### config.mk
export PLATFORM = sky130hd
export DESIGN_NAME = uart_fifo_mmio
export DESIGN_NICKNAME = d
export VERILOG_FILES = /design/src/rtl/uart_fifo_mmio.sv
export SDC_FILE = /design/constraint.sdc
export NUM_CORES = 1
export LEC_CHECK = 0
export ABC_AREA = 1
export BUFFER_PORTS_ARGS = -buffer_cell sky130_fd_sc_hd__buf_2
export CAP_MARGIN = 20
export CORE_MARGIN = 4
export CORE_UTILIZATION = 30
export DETAILED_ROUTE_END_ITERATION = 8
export PLACE_DENSITY = 0.44
export SLEW_MARGIN = 20
export SYNTH_ARGS = -nofsm -noshare
export SYNTH_HDL_FRONTEND = slang
export SYNTH_SLANG_ARGS = --single-unit
### constraint.sdc
create_clock -name Clock -period 3.3 [get_ports Clock]
set_input_delay 0.165 -clock Clock [delete_from_list [all_inputs] [get_ports Clock]]
set_output_delay 0.165 -clock Clock [all_outputs]
set_load 0.005 [all_outputs]
### src/rtl/uart_fifo_mmio.sv
// Memory-mapped UART port: RX/TX byte FIFOs, sticky error flags, flush control
// and a free-running cycle counter behind a five-register CPU window.
module uart_fifo_mmio #(
  parameter logic [31:0] ADDR_BASE       = 32'h8000_0000,
  parameter int          RX_DEPTH        = 8,
  parameter int          TX_DEPTH        = 8,
  parameter bit          RX_BACKPRESSURE = 1'b0
) (
  input  logic        Clock,
  input  logic        Reset_n,
  input  logic [31:0] Addr,
  input  logic [31:0] WData,
  input  logic [3:0]  WrEn,
  input  logic        RdEn,
  output logic [31:0] RData,
  output logic [7:0]  UartDataIn,
  output logic        UartDataInValid,
  input  logic        UartDataInReady,
  input  logic [7:0]  UartDataOut,
  input  logic        UartDataOutValid,
  output logic        UartDataOutReady
);

  localparam int RX_AW = $clog2(RX_DEPTH);
  localparam int TX_AW = $clog2(TX_DEPTH);
  localparam int RX_CW = RX_AW + 1;
  localparam int TX_CW = TX_AW + 1;

  logic [7:0]       rx_mem [RX_DEPTH];
  logic [7:0]       tx_mem [TX_DEPTH];
  logic [RX_AW-1:0] rx_wr_q, rx_wr_d, rx_rd_q, rx_rd_d;
  logic [TX_AW-1:0] tx_wr_q, tx_wr_d, tx_rd_q, tx_rd_d;
  logic [RX_CW-1:0] rx_cnt_q, rx_cnt_d;
  logic [TX_CW-1:0] tx_cnt_q, tx_cnt_d;
  logic             rx_ovf_q, rx_ovf_d, tx_drop_q, tx_drop_d;
  logic [31:0]      cyc_q, cyc_d, rdata_q, rdata_d;

  logic sel_status, sel_rx, sel_tx, sel_ctrl, sel_cyc;
  logic wr_any, rd_any, ctrl_wr, flush;
  logic rx_full, rx_empty, tx_full, tx_empty, rx_ready;
  logic rx_push, rx_pop, ovf_set, tx_push, tx_pop, drop_set;
  logic [8:0] rx_cnt_w, tx_cnt_w;
  logic unused_wdata;

  assign sel_status = (Addr == ADDR_BASE);
  assign sel_rx     = (Addr == ADDR_BASE + 32'h04);
  assign sel_tx     = (Addr == ADDR_BASE + 32'h08);
  assign sel_ctrl   = (Addr == ADDR_BASE + 32'h0C);
  assign sel_cyc    = (Addr == ADDR_BASE + 32'h10);

  // A write in the same cycle as a read suppresses the read entirely.
  assign wr_any  = |WrEn;
  assign rd_any  = RdEn && !wr_any;
  assign ctrl_wr = wr_any && sel_ctrl;
  assign flush   = ctrl_wr && WData[2];
  assign unused_wdata = ^WData[31:8];

  assign rx_full  = (rx_cnt_q == RX_CW'(RX_DEPTH));
  assign rx_empty = (rx_cnt_q == '0);
  assign tx_full  = (tx_cnt_q == TX_CW'(TX_DEPTH));
  assign tx_empty = (tx_cnt_q == '0);
  assign rx_ready = RX_BACKPRESSURE ? !rx_full : 1'b1;

  // A full RX still accepts a byte when the head is popped on the same edge.
  assign rx_pop   = rd_any && sel_rx && !rx_empty;
  assign rx_push  = UartDataOutValid && rx_ready && (!rx_full || rx_pop);
  assign ovf_set  = UartDataOutValid && rx_ready && rx_full && !rx_pop;
  assign tx_push  = wr_any && sel_tx && WrEn[0] && !tx_full;
  assign drop_set = wr_any && sel_tx && WrEn[0] && tx_full;
  assign tx_pop   = !tx_empty && UartDataInReady;

  assign rx_cnt_w = 9'(rx_cnt_q);
  assign tx_cnt_w = 9'(tx_cnt_q);

  always_ff @(posedge Clock) begin
    if (rx_push) rx_mem[rx_wr_q] <= UartDataOut;
    if (tx_push) tx_mem[tx_wr_q] <= WData[7:0];
  end

  always_comb begin
    rx_wr_d  = rx_push ? rx_wr_q + RX_AW'(1) : rx_wr_q;
    rx_rd_d  = rx_pop  ? rx_rd_q + RX_AW'(1) : rx_rd_q;
    rx_cnt_d = rx_cnt_q + RX_CW'(rx_push) - RX_CW'(rx_pop);
    tx_wr_d  = tx_push ? tx_wr_q + TX_AW'(1) : tx_wr_q;
    tx_rd_d  = tx_pop  ? tx_rd_q + TX_AW'(1) : tx_rd_q;
    tx_cnt_d = tx_cnt_q + TX_CW'(tx_push) - TX_CW'(tx_pop);
    if (flush) begin
      rx_wr_d  = '0;
      rx_rd_d  = '0;
      rx_cnt_d = '0;
      tx_wr_d  = '0;
      tx_rd_d  = '0;
      tx_cnt_d = '0;
    end
  end

  always_comb begin
    rx_ovf_d  = ovf_set  || (rx_ovf_q  && !(ctrl_wr && WData[0]));
    tx_drop_d = drop_set || (tx_drop_q && !(ctrl_wr && WData[1]));
    cyc_d     = (wr_any && sel_cyc) ? 32'h0 : cyc_q + 32'h1;
  end

  // A counter read returns the value the counter holds after this edge.
  always_comb begin
    rdata_d = '0;
    if (rd_any) begin
      if (sel_status)
        rdata_d = {8'h00, tx_cnt_w[7:0], rx_cnt_w[7:0], 4'h0,
                   tx_drop_q, rx_ovf_q, !rx_empty, !tx_full};
      else if (sel_rx && !rx_empty)
        rdata_d = {24'h0, rx_mem[rx_rd_q]};
      else if (sel_cyc)
        rdata_d = cyc_d;
    end
  end

  always_ff @(posedge Clock or negedge Reset_n) begin
    if (!Reset_n) begin
      rx_wr_q   <= '0;
      rx_rd_q   <= '0;
      rx_cnt_q  <= '0;
      tx_wr_q   <= '0;
      tx_rd_q   <= '0;
      tx_cnt_q  <= '0;
      rx_ovf_q  <= 1'b0;
      tx_drop_q <= 1'b0;
      cyc_q     <= '0;
      rdata_q   <= '0;
    end else begin
      rx_wr_q   <= rx_wr_d;
      rx_rd_q   <= rx_rd_d;
      rx_cnt_q  <= rx_cnt_d;
      tx_wr_q   <= tx_wr_d;
      tx_rd_q   <= tx_rd_d;
      tx_cnt_q  <= tx_cnt_d;
      rx_ovf_q  <= rx_ovf_d;
      tx_drop_q <= tx_drop_d;
      cyc_q     <= cyc_d;
      rdata_q   <= rdata_d;
    end
  end

  assign RData            = rdata_q;
  assign UartDataIn       = tx_mem[tx_rd_q];
  assign UartDataInValid  = !tx_empty;
  assign UartDataOutReady = rx_ready;

endmodule
======== Word-level counts from Yosys, hierarchy flattened ========
Memory sizes are Yosys's and may differ from the RTL's.
Cells that the tools add are included.
operators by class
  add/sub/neg operators ................... 9
  eq/ne operators ......................... 7
  mux-type cells .......................... 19
  reductions and logical operators ........ 37
operator list
  kind                     number
  $eq A32 B32 Y1 const B   5
  $mux W32                 5
  $add A32 B1 Y32 const B  1
  $mux W3                  8
  $logic_and A1 B1 Y1      19
  $add A3 B1 Y3 const B    4
  $add A4 B1 Y4            2
  $eq A4 B4 Y1 const B     2
  $logic_not A1 Y1         8
  $logic_not A4 Y1         2
  $mux W4                  2
  $reduce_bool A2 Y1       4
  $sub A4 B1 Y4            2
  $mux W1                  4
  $reduce_or A4 Y1         1
  $logic_or A1 B1 Y1       3
word-level totals
  memory bits (writable) .................. 128
  output and inout port bits .............. 42
  logic and storage cells ................. 84
  bits of input ports ..................... 81
  memories kept ........................... 2
  register bits after elaboration ......... 86
memory list
  memory  depth  width  read ports  clocked after Yosys merged registers in  write ports  line  text
  rx_mem  8      8      1           0                                        1            29    logic [7:0] rx_mem [RX_DEPTH];
  tx_mem  8      8      1           0                                        1            30    logic [7:0] tx_mem [TX_DEPTH];

======== Longest topological paths before layout ========
  depth in word-level cells ............... 10
  gate-level depth with buffers ........... 16

======== Worst setup path before layout ========
No wires, ideal clock.
  path type ............................... reg2reg
  start point ............................. register rx_cnt_q[2]
  end point ............................... memory rx_mem[0][0], enable pin
  path slack .............................. 0.983 ns
  data arrival time ....................... 1.934 ns
  cell stages (with the launch flop) ...... 10
  period minus slack after synthesis ...... 2.317 ns
  data required time ...................... 2.917 ns
  path through ............................ dfrtp_1 inv_1 ha_1 nor3b_1 nor2_2 nand3_4 nand2_4 nand2_2 buf_6 nor3_1
between the ends
  word-level cells in the longest chain between the ends .. 7
  elaborated cells between the ends (all ways) .. 9
  classes of those cells .................. 1 x eq/ne; 2 x mux; 6 x reduce/logical
ends and longest elaborated chain
  what                               line  text
  start: declaration                 33    logic [RX_CW-1:0] rx_cnt_q, rx_cnt_d;
  start signal: assignment           132   rx_cnt_q <= rx_cnt_d;
  $logic_not A4 Y1                   59    assign rx_empty = (rx_cnt_q == '0);
  $logic_not A1 Y1                   65    assign rx_pop = rd_any && sel_rx && !rx_empty;
  $logic_and A1 B1 Y1                65
  $logic_or A1 B1 Y1 (*)             66    assign rx_push = UartDataOutValid && rx_ready && (!rx_full || rx_pop);
  $logic_and A1 B1 Y1 (*)            66
  $mux W1 (*)                        76    if (rx_push) rx_mem[rx_wr_q] <= UartDataOut;
  $mux W1 (implied by the code) (*)  76
  end: declaration                   29
Every way passes the cells marked *; elsewhere a longest branch is shown, timed or not.

======== Worst setup path in the final report ========
  start point ............................. register rx_cnt_q[2]
  end point ............................... register rx_cnt_q[2]
between the ends
  word-level cells in the longest chain between the ends .. 8
  elaborated cells between the ends (all ways) .. 10
  classes of those cells .................. 2 x add/sub; 1 x eq/ne; 1 x mux; 6 x reduce/logical
ends and longest elaborated chain
  what                 line  text
  $logic_not A4 Y1     59
  $logic_not A1 Y1     65
  $logic_and A1 B1 Y1  65
  $logic_or A1 B1 Y1   66
  $logic_and A1 B1 Y1  66
  $add A4 B1 Y4        83    rx_cnt_d = rx_cnt_q + RX_CW'(rx_push) - RX_CW'(rx_pop);
  $sub A4 B1 Y4 (*)    83
  $mux W4 (*)          87    if (flush) begin
  net rx_cnt_d[2]      33
Mark *: on every way through the listed nets, which the timed path passes. The rest lies on a longest branch.
A chain may end at the register's enable or synchronous reset.

==> results by group <==
Pwr
  – Power Total: 0.00749 W
  – Worst vdd ir: 0.489 mV
  – Pwr dens: 619 nW/um2
  – Static leakage: 5.41 nW

Die
  – Chip Width: 190 um
  – Core box area: 32600 um2
  – Die Y: 190 um
  – Num rows: 66
  – Initial Util: 30.5%
  – Die area: 36100 um2
  – Top Ports: 123

Global route
  – Pin count of the biggest net entering global routing: 76
  – Remaining Overflow, GRT: 0
  – Vias in the first global route: 7442
  – Initial antenna violation count: 2
  – First-pass GRT wire length: 40800 um
  – Total GRT Usage: 14.4%

Place
  – Routability cong.: 0.807
  – # port buffers: 97
  – Pre-CTS setup slack: 0.466 ns
  – Post-DP HPWL: 17600 um

Yosys
  – Mean post-synth cell area: 9.37 um2
  – FF+latch count, synth: 214
  – Distinct cells, synth: 41
  – Post-synthesis sequential area ratio: 60.3%
  – Mapped Cells: 1062
  – Commonest register cell after synthesis: edfxtp_1
  – Syn. warnings: 0
  – Syn nets: 1161
  – EDFF count, synth: 128
  – Mapped Area: 9950 um2
  – Fraction of registers with async set/reset: 40.2%

Timing
  – Setup Skew: 0.0272 ns
  – Setup TNS: 0 ns
  – Final period util: 85.4%
  – Slew headroom: 52.7%
  – Minimum clock period after layout: 2.82 ns
  – Worst Max-Slew Pin Slew: 0.710 ns
  – Worst setup margin: 0.483 ns
  – Count of pins over their slew limit: 0
  – RSZ-0062 raised after global routing: no
  – Final setup viols: 0
  – Max Freq: 355 MHz
  – Endpoints failing hold: 0

Setup path
  – Critical Path Fanout Max: 12
  – Nature of the critical path endpoint: flop
  – Crit Path Category: reg2reg
  – Worst EP arrival: 3.25 ns
  – Startpoint Class: flop
  – WP data required: 3.74 ns

Cells and area
  – Seq. cell area: 6000 um2
  – Final Util: 37.1%
  – Fillers: 3314
  – Commonest non-fill, non-tap cells in the layout: nand2_1, nor2_1, edfxtp_1
  – Share of cells above drive strength 1: 14.6%
  – P&R area growth vs syn: 21.7%
  – Commonest non-fill, non-tap cell in the layout: nand2_1
  – Nets@finish: 1299
  – Area of the multi-input gates: 3370 um2

Detailed routing
  – Detailed Route WL: 25800 um
  – Via count: 7448
  – Drt wl/cell: 15.5 um
  – DR iter-0 viols: 362
  – Final ANT Viol Nets: 0
  – Pre-Repair DR Iteration Count: 5
  – Via-to-Cell Ratio: 4.48
  – Drt drc: 0

CTS
  – Total CTS buffers: 26
  – CTS Buffer Depth: 3
  – Clock Tree Root: clkbuf_16
  – CTS tree: done
  – PostCTS Resize Cnt: 0
  – H-tree Lvls: 1
  – Clock slew at reported path FFs: 0.06 ns
  – Clock insertion delay at the later pin of the skew report: 0.55 ns
  – Clk sinks: 214

Min path
  – Hold WC Path Type: in2reg

Run status
  – Status: completed

Job
  – Max_cap viols: 0
[report_power, final]
part	switching (W)	leakage (nW)	total [W]	internal (W)
logic	0.000920	2.76	0.00147	0.000548
clock network	0.00111	0.430	0.00285	0.00175
registers	0.000110	2.22	0.00317	0.00306
[worst max-delay path, stage by stage, from the launching register on]
cell     delay [ns]
dfrtp_1        0.37
inv_1          0.10
ha_1           0.14
nor3b_1        0.42
nor2_2         0.16
nand3_4        0.18
nand2_4        0.08
nand2_2        0.21
o21ai_0        0.15
ha_1           0.23
fa_1           0.38
xor2_1         0.17
nand2_1        0.06
inv_1          0.05
[stage by stage]
step	instances	instance area, um2	hold slack [ns]
6_report	1662	12100	0.0277
5_1_grt	1662	12100	0.0544
4_1_cts	1661	12100	0.00242
3_5_place_dp	1594	11000	0.411
3_3_place_gp	1594	11000	0.403
2_1_floorplan	1062	9950	-0.131
[flip-flops by register name, indices dropped and copies added (netlist names)]
| signal | count |
|---|---|
| rx_rd_q | 3 |
| tx_mem | 64 |
| tx_cnt_q | 4 |
| cyc_q | 32 |
| tx_drop_q | 1 |
| RData | 32 |
| tx_rd_q | 3 |
| tx_wr_q | 3 |
| rx_cnt_q | 4 |
| rx_mem | 64 |
| rx_wr_q | 3 |
| rx_ovf_q | 1 |
[synth_stat cells, types with 2 or more instances]
cell      count  area, um2
xor2_1       13        114
nand2_4       2       22.5
clkinv_1      2       7.51
dfrtp_1      86       2150
o22ai_1       9       56.3
nand2_1     233        875
nor4_1        2       12.5
clkbuf_1     19       71.3
nor2_2        2       12.5
ha_1         16        200
xnor2_1       3       26.3
nand4_1      23        144
fa_1          2       40.0
nor3b_1       2       15.0
nor2_1      167        627
buf_4         3       22.5
nor2_4        3       33.8
a31oi_1       8       50.1
nand3b_1      5       37.5
edfxtp_1    128       3840
o21ai_0      46        230
nor3_1       28        140
a21oi_1      18       90.1
nand2_2       3       18.8
buf_2         8       40.0
nand3_1     104        521
inv_1       113        424
[worst paths after layout]
path / start / end / slack (ns) / depth (start not counted)
max: rx_cnt_q[2] / rx_cnt_q[2] / 0.48 / 13
min: Addr[2] / tx_drop_q / 0.03 / 4
max reg2reg: rx_cnt_q[2] / rx_cnt_q[2] / 0.48 / 13
min reg2reg: tx_drop_q / tx_drop_q / 0.50 / 2
max in group asynchronous: Reset_n / rx_rd_q[1] / 2.36 / 3
min in group asynchronous: Reset_n / RData[12] / 0.23 / 2
[cell type report]
type | instances | area share [%]
sequential | 214 | 49.5
multi-input combinational | 700 | 27.8
timing repair buffer | 142 | 7.27
clock buffer | 37 | 6.22
tap | 442 | 4.57
inverter | 116 | 3.60
clock inverter | 10 | 0.972
antenna | 1 | 0.0207
[cells by family after synthesis]
group,after synthesis,synth area share (%)
fa+ha+maj,18,2.42
other cells,1,0.0377
xor+xnor,16,1.41
compound gates,83,4.44
flops,214,60.3
simple gates,582,25.5
buf+inv,148,5.87
[metal layers]
metal | vias to the layer above | part of all wire, % | global-route usage, %
met5 | - | 0.050 | 0
met4 | 2 | 1.8 | 3.14
met3 | 30 | 3.7 | 2.53
met2 | 105 | 49 | 24.7
met1 | 3509 | 46 | 19.0
li1 | 3802 | - | -
[repair_timing]
item,4_1_cts,5_1_grt
setup endpoints to repair,0,0
setup buffers,0,0
endpoints found under the hold margin,208,0
hold buffers,20,0
No activity file was read; power rests on OpenSTA's default activity.
